**config.mk**
```make
export PLATFORM = sky130hd
export DESIGN_NAME = popcount_neuron_sched
export DESIGN_NICKNAME = d
export VERILOG_FILES = /design/src/rtl/popcount_neuron_sched.sv
export SDC_FILE = /design/constraint.sdc
export NUM_CORES = 1
export LEC_CHECK = 0
export ABC_AREA = 1
export CORE_UTILIZATION = 27
export CTS_CLUSTER_SIZE = 28
export DETAILED_ROUTE_END_ITERATION = 16
export SYNTH_ARGS = -nofsm -noshare
export SYNTH_HDL_FRONTEND = slang
export SYNTH_SLANG_ARGS = --single-unit
```
**constraint.sdc**
```tcl
create_clock -name clk -period 4.8 [get_ports clk]
set_input_delay 1.2 -clock clk [delete_from_list [all_inputs] [get_ports clk]]
set_output_delay 1.2 -clock clk [all_outputs]
set_load 0.005 [all_outputs]
```
**src/rtl/popcount_neuron_sched.sv**
```systemverilog
// Ternary-neuron scheduler: streams positive then negative 16-bit chunks through one
// external popcount unit, accumulates both counts and thresholds the signed difference.
module popcount_neuron_sched #(
    parameter int unsigned NUM_CHUNKS = 4,
    parameter int unsigned ACC_W      = 8,
    parameter int unsigned THR_W      = 7
) (
    input  logic                      clk,
    input  logic                      rst,
    input  logic                      in_valid,
    output logic                      in_ready,
    input  logic [16*NUM_CHUNKS-1:0]  in_pos,
    input  logic [16*NUM_CHUNKS-1:0]  in_neg,
    input  logic [THR_W-1:0]          in_thr,
    output logic [15:0]               pc_a,
    input  logic [4:0]                pc_count,
    output logic                      out_valid,
    input  logic                      out_ready,
    output logic [ACC_W:0]            out_sum,
    output logic [1:0]                out_act,
    output logic                      busy
);

    localparam int unsigned VEC_W = 16 * NUM_CHUNKS;
    localparam int unsigned IDX_W = (NUM_CHUNKS > 1) ? $clog2(NUM_CHUNKS) : 1;
    localparam int unsigned ADD_W = ((ACC_W > 5) ? ACC_W : 5) + 1;
    localparam int unsigned CMP_W = ((ACC_W > THR_W) ? ACC_W : THR_W) + 2;
    localparam logic [IDX_W-1:0] LAST_IDX = IDX_W'(NUM_CHUNKS - 1);

    typedef enum logic [1:0] {
        S_IDLE = 2'd0,
        S_POS  = 2'd1,
        S_NEG  = 2'd2,
        S_DONE = 2'd3
    } state_t;

    state_t             r_state,     w_state_nxt;
    logic [VEC_W-1:0]   r_pos,       w_pos_nxt;
    logic [VEC_W-1:0]   r_neg,       w_neg_nxt;
    logic [THR_W-1:0]   r_thr,       w_thr_nxt;
    logic [ACC_W-1:0]   r_acc_p,     w_acc_p_nxt;
    logic [ACC_W-1:0]   r_acc_n,     w_acc_n_nxt;
    logic [IDX_W-1:0]   r_idx,       w_idx_nxt;
    logic [15:0]        r_pc_a,      w_pc_a_nxt;
    logic               r_in_ready,  w_in_ready_nxt;
    logic               r_out_valid, w_out_valid_nxt;
    logic [ACC_W:0]     r_out_sum,   w_out_sum_nxt;
    logic [1:0]         r_out_act,   w_out_act_nxt;
    logic               r_busy,      w_busy_nxt;

    logic [15:0]               w_pos_chunk [NUM_CHUNKS];
    logic [15:0]               w_neg_chunk [NUM_CHUNKS];
    logic [IDX_W-1:0]          w_idx_inc;
    logic [ACC_W-1:0]          w_acc_p_add;
    logic [ACC_W-1:0]          w_acc_n_add;
    logic signed [ACC_W:0]     w_diff;
    logic signed [CMP_W-1:0]   w_sum_ext;
    logic signed [CMP_W-1:0]   w_thr_ext;
    logic [1:0]                w_act;

    // Accumulator add that clamps at all-ones instead of wrapping.
    function automatic logic [ACC_W-1:0] sat_add(input logic [ACC_W-1:0] acc,
                                                  input logic [4:0]       inc);
        logic [ADD_W-1:0] s;
        s = ADD_W'(acc) + ADD_W'(inc);
        if (s > ADD_W'({ACC_W{1'b1}})) begin
            return {ACC_W{1'b1}};
        end
        return ACC_W'(s);
    endfunction

    always_comb begin
        for (int k = 0; k < int'(NUM_CHUNKS); k++) begin
            w_pos_chunk[k] = r_pos[16*k +: 16];
            w_neg_chunk[k] = r_neg[16*k +: 16];
        end
    end

    assign w_idx_inc   = IDX_W'(r_idx + 1'b1);
    assign w_acc_p_add = sat_add(r_acc_p, pc_count);
    assign w_acc_n_add = sat_add(r_acc_n, pc_count);

    // Final result uses the last negative chunk's count so it lands the cycle DONE is entered.
    assign w_diff    = $signed((ACC_W+1)'(r_acc_p) - (ACC_W+1)'(w_acc_n_add));
    assign w_sum_ext = {{(CMP_W-ACC_W-1){w_diff[ACC_W]}}, w_diff};
    assign w_thr_ext = {{(CMP_W-THR_W){1'b0}}, r_thr};

    always_comb begin
        w_act = 2'b00;
        if (w_sum_ext >= w_thr_ext) begin
            w_act = 2'b01;
        end else if (w_sum_ext <= -w_thr_ext) begin
            w_act = 2'b11;
        end
    end

    always_comb begin
        w_state_nxt     = r_state;
        w_pos_nxt       = r_pos;
        w_neg_nxt       = r_neg;
        w_thr_nxt       = r_thr;
        w_acc_p_nxt     = r_acc_p;
        w_acc_n_nxt     = r_acc_n;
        w_idx_nxt       = r_idx;
        w_pc_a_nxt      = r_pc_a;
        w_out_valid_nxt = r_out_valid;
        w_out_sum_nxt   = r_out_sum;
        w_out_act_nxt   = r_out_act;

        case (r_state)
            S_IDLE: begin
                w_pc_a_nxt = 16'h0000;
                if (in_valid && r_in_ready) begin
                    w_pos_nxt   = in_pos;
                    w_neg_nxt   = in_neg;
                    w_thr_nxt   = in_thr;
                    w_acc_p_nxt = '0;
                    w_acc_n_nxt = '0;
                    w_idx_nxt   = '0;
                    w_pc_a_nxt  = in_pos[15:0];
                    w_state_nxt = S_POS;
                end
            end
            S_POS: begin
                w_acc_p_nxt = w_acc_p_add;
                if (r_idx == LAST_IDX) begin
                    w_idx_nxt   = '0;
                    w_pc_a_nxt  = w_neg_chunk[0];
                    w_state_nxt = S_NEG;
                end else begin
                    w_idx_nxt  = w_idx_inc;
                    w_pc_a_nxt = w_pos_chunk[w_idx_inc];
                end
            end
            S_NEG: begin
                w_acc_n_nxt = w_acc_n_add;
                if (r_idx == LAST_IDX) begin
                    w_idx_nxt       = '0;
                    w_pc_a_nxt      = 16'h0000;
                    w_out_valid_nxt = 1'b1;
                    w_out_sum_nxt   = w_diff;
                    w_out_act_nxt   = w_act;
                    w_state_nxt     = S_DONE;
                end else begin
                    w_idx_nxt  = w_idx_inc;
                    w_pc_a_nxt = w_neg_chunk[w_idx_inc];
                end
            end
            S_DONE: begin
                if (out_ready) begin
                    w_out_valid_nxt = 1'b0;
                    w_state_nxt     = S_IDLE;
                end
            end
            default: begin
                w_state_nxt = S_IDLE;
            end
        endcase

        w_in_ready_nxt = (w_state_nxt == S_IDLE);
        w_busy_nxt     = (w_state_nxt != S_IDLE);
    end

    always_ff @(posedge clk) begin
        if (rst) begin
            r_state     <= S_IDLE;
            r_pos       <= '0;
            r_neg       <= '0;
            r_thr       <= '0;
            r_acc_p     <= '0;
            r_acc_n     <= '0;
            r_idx       <= '0;
            r_pc_a      <= '0;
            r_in_ready  <= 1'b1;
            r_out_valid <= 1'b0;
            r_out_sum   <= '0;
            r_out_act   <= 2'b00;
            r_busy      <= 1'b0;
        end else begin
            r_state     <= w_state_nxt;
            r_pos       <= w_pos_nxt;
            r_neg       <= w_neg_nxt;
            r_thr       <= w_thr_nxt;
            r_acc_p     <= w_acc_p_nxt;
            r_acc_n     <= w_acc_n_nxt;
            r_idx       <= w_idx_nxt;
            r_pc_a      <= w_pc_a_nxt;
            r_in_ready  <= w_in_ready_nxt;
            r_out_valid <= w_out_valid_nxt;
            r_out_sum   <= w_out_sum_nxt;
            r_out_act   <= w_out_act_nxt;
            r_busy      <= w_busy_nxt;
        end
    end

    assign in_ready  = r_in_ready;
    assign pc_a      = r_pc_a;
    assign out_valid = r_out_valid;
    assign out_sum   = r_out_sum;
    assign out_act   = r_out_act;
    assign busy      = r_busy;

endmodule
```
==> metrics, run 1 <==
clk slew on worst S/H paths=0.08 ns; Die ar.=35,400 um^2; TritonRoute pass-1 iters=7; hold path endpoint=r_pos[47]; total CTS buffers=17; combinational power share=23.6%; Synth Area in Compound Gates=between 20% and 30%; synthesized instance count=1,335; Max Transition Viols Final=0; Crit-path slowest cell=clkdlybuf4s50_1; CP max stage delay=0.46 ns; CTS resizes=0; H-tree Lvls=4; Worst setup EP type=flip-flop; Sequential Power Share=41.6%; Post-Route WL=30.6 mm; Post-Synth XOR/XNOR Area=between 1.5 and 2%; R2R Path Start=r_acc_n[0]; Worst slew margin=44.4%; DR iter-0 viols=650; synth unique cells=36; Req. time, crit path=5.17 ns; flop-to-flop setup slack=1.25 ns; maximum vdd ir drop=~270 uV; Final Setup Violations=0; ANT cells=0; Post-Place Cells=1,913; RSZ-0062 raised after global routing=false; count of port buffers added during placement=173; Die Y=188 um; post-synthesis sequential area ratio=39.6%; Hold Crit Class=reg2reg; largest family of logic cells by synthesized area=compound AO/OA/AOI/OAI gates; Syn Nets=1,524; CTS root buf=clkbuf_16; top_reg_cell synth=dfxtp_1; most frequent CP cell=nand2_1; maximum fanout along the worst path=3; first-pass GRT wire length=roughly 47 mm; Setup CP Type=in2reg; Vias per Instance=4.69; Static Leak=about 5 nW; power per cell area=approximately 350 nW/um^2; drt drc=0; vias in the first global route=8,518; Setup crit start kind=input pin; fin cells=1,945; Min Clock Period, post-route=approximately 4.5 ns; Clock power frac=between 30% and 40%; Simple-Gate Fraction of Synth Area=18.6%; Multi-input gate area=4820 um^2; cell area after synthesis=9350 um^2; Clock Skew=~0.0094 ns; post-layout util=36.2%; Die X-Extent=188 um; sequential cell area=3700 um^2; CTS tree=done; asr flop ratio synth=0%; Fillers=3,558; hold buffer count at cts=0; WL per Instance=approximately 16 um; initial antenna violation count=0; Top Ports=174; Hold Crit Start=r_pos[47]; Sw Pwr=1.37 mW; Int Power=2.86 mW; warnings from Yosys=0; remaining antenna violation count=0; crit path DAT=4.84 ns; Final period util=slightly above 90%; fmax=approximately 220 MHz; Synth top area share=39.6%; Synth area leaders=dfxtp_1 40%, o21ai_0 12%, a21oi_1 9.0%; gr usage total=17.3%; post-synthesis adder-cell area fraction=~6.3%; final hold violation count=0; Layout Nets=between 1,500 and 2,000; syn_area_per_cell=7.00 um^2; DP HPWL=between 20 and 25 mm; GP Congestion=0.847; worst skew pair latency=approximately 0.44 ns; clk buf depth=2; area grow syn2layout=31.0%; Site Rows=67; MaxCap Viol Count=0; Reg2Reg Depth=24; Post CTS Setup Buffer Count=0; GR Overflow Total=0; status=complete, no violations; Vias=9,115; share of cells above drive strength 1=6.55%; Post-synth EDFFs=0; Setup Slack @ Placement=-0.390 ns; Synth area leader=dfxtp_1; FF+latch count, synth=185; pin count of the biggest net entering global routing=90; worst r2r dst=out_act[1]; hold path cells=2; # clock sinks=185; Core ar.=33,800 um^2; setup ws final=around 0.33 ns; Worst-Margin Slew=0.833 ns; Initial Util=27.7%; multiplexer share of the synthesized area=0%; Sw Share=32.4%
## critical path: cells and delay by family
family	cells	cell delay, ns
simple gates	14	1.17
xor+xnor	1	0.21
compound gates	3	0.37
buf+inv	2	0.51
fa+ha+maj	5	1.36
## worst max-delay path by stage
stage                     slack, ns         from    endpoint  cells after the start
after CTS                      0.04  pc_count[0]  out_act[1]                     25
after global routing          0.003  pc_count[0]  out_act[1]                     25
after global placement        -0.37  pc_count[0]  out_act[1]                     25
final                          0.33  pc_count[0]  out_act[1]                     25
after detailed placement      -0.39  pc_count[0]  out_act[1]                     25
after floorplan                0.25  pc_count[0]  out_act[1]                     24
## stage by stage
stage | hold WS [ns] | area (um^2) | setup TNS (ns) | power (mW)
global route | 0.468 | 12200 | 0 | 4.48
detailed placement | 0.440 | 11600 | -0.727 | 2.79
CTS | 0.452 | 12200 | 0 | 4.27
floorplan | 0.424 | 9350 | 0 | 2.38
global placement | 0.436 | 11600 | -0.690 | 2.78
finish | 0.449 | 12200 | 0 | 4.23
## state kept, by name, indices dropped and copies added (netlist names)
signal / count
r_idx: 2
out_sum: 9
out_valid: 1
r_state: 2
r_acc_n: 8
out_act: 2
r_neg: 64
busy: 1
in_ready: 1
r_pos: 64
r_acc_p: 8
r_thr: 7
pc_a: 16
## area by class of cell
class / count / share of cell area, %
clock inverter: 14 / 1.43
inverter: 130 / 4.04
tap: 448 / 4.58
clock buffer: 18 / 3.59
timing repair buffer: 212 / 16.7
sequential: 185 / 30.3
multi-input combinational: 938 / 39.4
## power by group through the flow
stage,sequential (mW),combinational (mW),clock [mW]
finish,1.76,0.998,1.47
global route,1.78,1.13,1.57
CTS,1.76,1.00,1.51
detailed placement,1.79,0.994,0
global placement,1.79,0.990,0
floorplan,1.77,0.608,0
## cell usage in the layout, fill, tap and decap left out, drive strengths merged
cell type      Yosys  layout
o21ai            242     242
nand2            202     202
nor2             187     187
dfxtp            185     185
clkdlybuf4s50      0     173
a21oi            169     169
inv              128     134
ha                42      42
buf               40      39
nand3             33      33
clkbuf            42      18
xor2              11      11
o211ai            10      10
o2111ai            8       8
xnor2              8       8
clkinv             2       8
nand4              6       6
a31oi              5       5
nor3               4       4
fa                 3       3
o21bai             2       2
nand3b             2       2
o21a               1       1
o221a              1       1
a21boi             1       1
or2                1       1
bufinv             0       1
clkinvlp           0       1
## cell usage after synthesis (2+ instances only)
library cell and instances:
ha_1 42, clkbuf_2 3, nand2_1 201, dfxtp_1 185
inv_1 123, o21bai_1 2, xor2_1 11, clkinv_1 2
nor2_4 2, fa_1 3, a21oi_1 168, nor3_1 4
buf_2 36, xnor2_1 8, inv_2 5, nand3b_1 2
o211ai_1 10, nand3_2 2, clkbuf_1 39, o21ai_0 231
o21ai_1 10, nand3_1 31, o2111ai_1 8, a31oi_1 5
nand4_1 6, nor2_2 2, nor2_1 183, buf_4 3
## metal layers
| metal | share of wire [%] | GRT usage (%) | wire length [um] |
|---|---|---|---|
| met5 | 0 | 0 | 0 |
| met4 | 2.4 | 5.75 | 719 |
| met3 | 3.9 | 2.53 | 1180 |
| met2 | 46 | 27.8 | 14100 |
| met1 | 48 | 23.5 | 14600 |
## cells by family (layout without fill, tap and decap cells)
kind of cell	count (synthesis)	count (layout)
fa+ha+maj	45	45
buf+inv	212	374
flops	185	185
simple gates	435	435
compound gates	439	439
xor+xnor	19	19
Note: power is estimated with default switching activity, not from simulation.
==> run 2, diff against run 1 <==
--- a/config.mk
+++ b/config.mk
@@ -9,6 +9,8 @@
 export CORE_UTILIZATION = 27
 export CTS_CLUSTER_SIZE = 28
 export DETAILED_ROUTE_END_ITERATION = 16
+export PLACE_DENSITY = 0.49
+export SLEW_MARGIN = 40
 export SYNTH_ARGS = -nofsm -noshare
 export SYNTH_HDL_FRONTEND = slang
 export SYNTH_SLANG_ARGS = --single-unit
==> run 2 against run 1 <==
  * Final cell count fell by 0.21%
  * Combinational power is 0.4% lower
  * Register-to-register slack got worse by 0.11 ns
  * Clock-buffer cell count unchanged
  * Routed wire length is 2.7% higher
  * Non-clock buffer count shrank 4
  * First-iteration DRC count shrank 12%
  * Largest cell class unchanged
==> metrics, run 2 (same netlist as run 1, synthesis figures left out) <==
Initial Util=roughly 28%; Clock Skew=0.0172 ns; CP max stage delay=0.44 ns; Die Y=188 um; Buf/Inv on CP=3; Hold Crit Class=reg2reg; GRT Max-Usage Layer=met2; post-layout util=36.1%; Max Transition Viols Final=0; largest delay contributor family on the critical path=adder cells; maximum fanout along the worst path=2; CTS resizes=0; Final Hold Slack=approximately 0.45 ns; Worst setup EP type=flip-flop; Reg2Reg Depth=23; final hold violation count=0; first-pass GRT wire length=49.3 mm; stages on the worst setup path=24; vias in the first global route=8,766; status=complete, no violations; CP Cell Sequence=clkdlybuf4s50_1, ha_2, fa_1, nand4_1, nand3_2, nand2_2, nor2_4, or2_1, ha_1, fa_2, o21ai_2, buf_4, xor2_1, inv_1, ha_1, nand2_1, nor2_1, nand2_1, nand3_1, a21oi_1, nand3_1, nand2_1, nand2_1, a21oi_1; Multi-input gate area=4810 um^2; most common cell after layout, fill and taps aside=o21ai_0; most frequent CP cell=nand2_1; most frequent cells in the layout=230 x o21ai_0, 201 x nand2_1, 184 x dfxtp_1; Setup crit start kind=input pin; fmax=220 MHz; Crit-path slowest cell=clkdlybuf4s50_1; Worst-Margin Slew=0.770 ns; Site Rows=67; drt drc=0; H-tree Lvls=4; Post-Route WL=31.4 mm; Die ar.=35,400 um^2; initial antenna violation count=2; area grow syn2layout=30.4%; Core ar.=33,800 um^2; GR Overflow Total=0; ANT cells=0; Die X-Extent=188 um; Min Clock Period, post-route=about 4.5 ns; sequential cell area=~3700 um^2; CTS root buf=clkbuf_16; count of port buffers added during placement=173; WL per Instance=16.2 um; met2 Use GR=about 29%; Vias=9,102; share of cells above drive strength 1=6.16%; TritonRoute pass-1 iters=5; RSZ-0062 raised after global routing=false; Req. time, crit path=between 5 and 6 ns; maximum vdd ir drop=287 uV; MaxCap Viol Count=0; # clock sinks=~190; Vias per Instance=approximately 4.7; Final period util=94.7%; worst skew pair latency=roughly 0.46 ns; Fillers=3,647; hold path cells=2; Worst slew margin=48.7%; Post CTS Setup Buffer Count=0; Post-Place Cells=1,909; Top Ports=174; total CTS buffers=17; CTS tree=done; Setup CP Type=in2reg; Static Leak=4.98 nW; Layout Nets=1,669; pin count of the biggest net entering global routing=113; gr usage total=about 18%; GR Util met1=24.4%; met3 usage=3.14%; power per cell area=345 nW/um^2; hold buffer count at cts=0; crit path DAT=a little under 5 ns; DP HPWL=roughly 23 mm; clk buf depth=2; Final Setup Violations=0; GP Congestion=0.828; remaining antenna violation count=0; clk slew on worst S/H paths=0.09 ns; fin cells=1,941; DR iter-0 viols=roughly 570
## run 2: cell types whose count changed in the layout (fill, tap and decap cells not counted), moves of 2 or more
cell / change
buf_4: -3
inv_1: -2
nor2_2: -2
xor2_1: +2
xor2_2: -2
## run 2: area by class of cell
| type | instances | area share, % |
|---|---|---|
| multi-input combinational | 938 | 39.5 |
| clock buffer | 18 | 3.61 |
| inverter | 130 | 4.06 |
| timing repair buffer | 208 | 16.5 |
| clock inverter | 14 | 1.37 |
| sequential | 185 | 30.4 |
| tap | 448 | 4.60 |
## run 2: per-stage QoR
| step | worst slack, ns | total power, mW | setup TNS, ns | area (um^2) |
|---|---|---|---|---|
| floorplan | 0.250 | 2.38 | 0 | 9350 |
| global placement | -0.365 | 2.78 | -0.687 | 11500 |
| detailed placement | -0.407 | 2.79 | -0.766 | 11600 |
| CTS | 0.0455 | 4.24 | 0 | 12200 |
| global route | 0.00139 | 4.45 | 0 | 12200 |
| finish | 0.252 | 4.20 | 0 | 12200 |
## run 2: report_power, final
| group | internal (mW) | switching [mW] | leakage, nW | total [mW] |
|---|---|---|---|---|
| logic | 0.400 | 0.594 | 3.16 | 0.994 |
| registers | 1.69 | 0.0702 | 1.52 | 1.76 |
| clock network | 0.719 | 0.728 | 0.292 | 1.45 |
| total | 2.81 | 1.39 | 4.98 | 4.20 |
## run 2: final timing paths
check	from	endpoint	slack [ns]
worst max-delay path	pc_count[0]	out_act[1]	0.25
worst max register to register	r_acc_n[0]	out_act[1]	1.14
worst min-delay path	r_neg[48]	r_neg[48]	0.45
worst min register to register	r_neg[48]	r_neg[48]	0.45
## run 2: routing by layer
layer,part of all wire [%],vias up
met3,4.0,33
met5,0.073,-
met1,48,4177
li1,-,4691
met2,46,197
met4,1.6,4
## run 2: worst min-delay path, cell delays in order (launching register included)
cell and delay, ns:
dfxtp_1 0.31, inv_1 0.05, a21oi_1 0.05
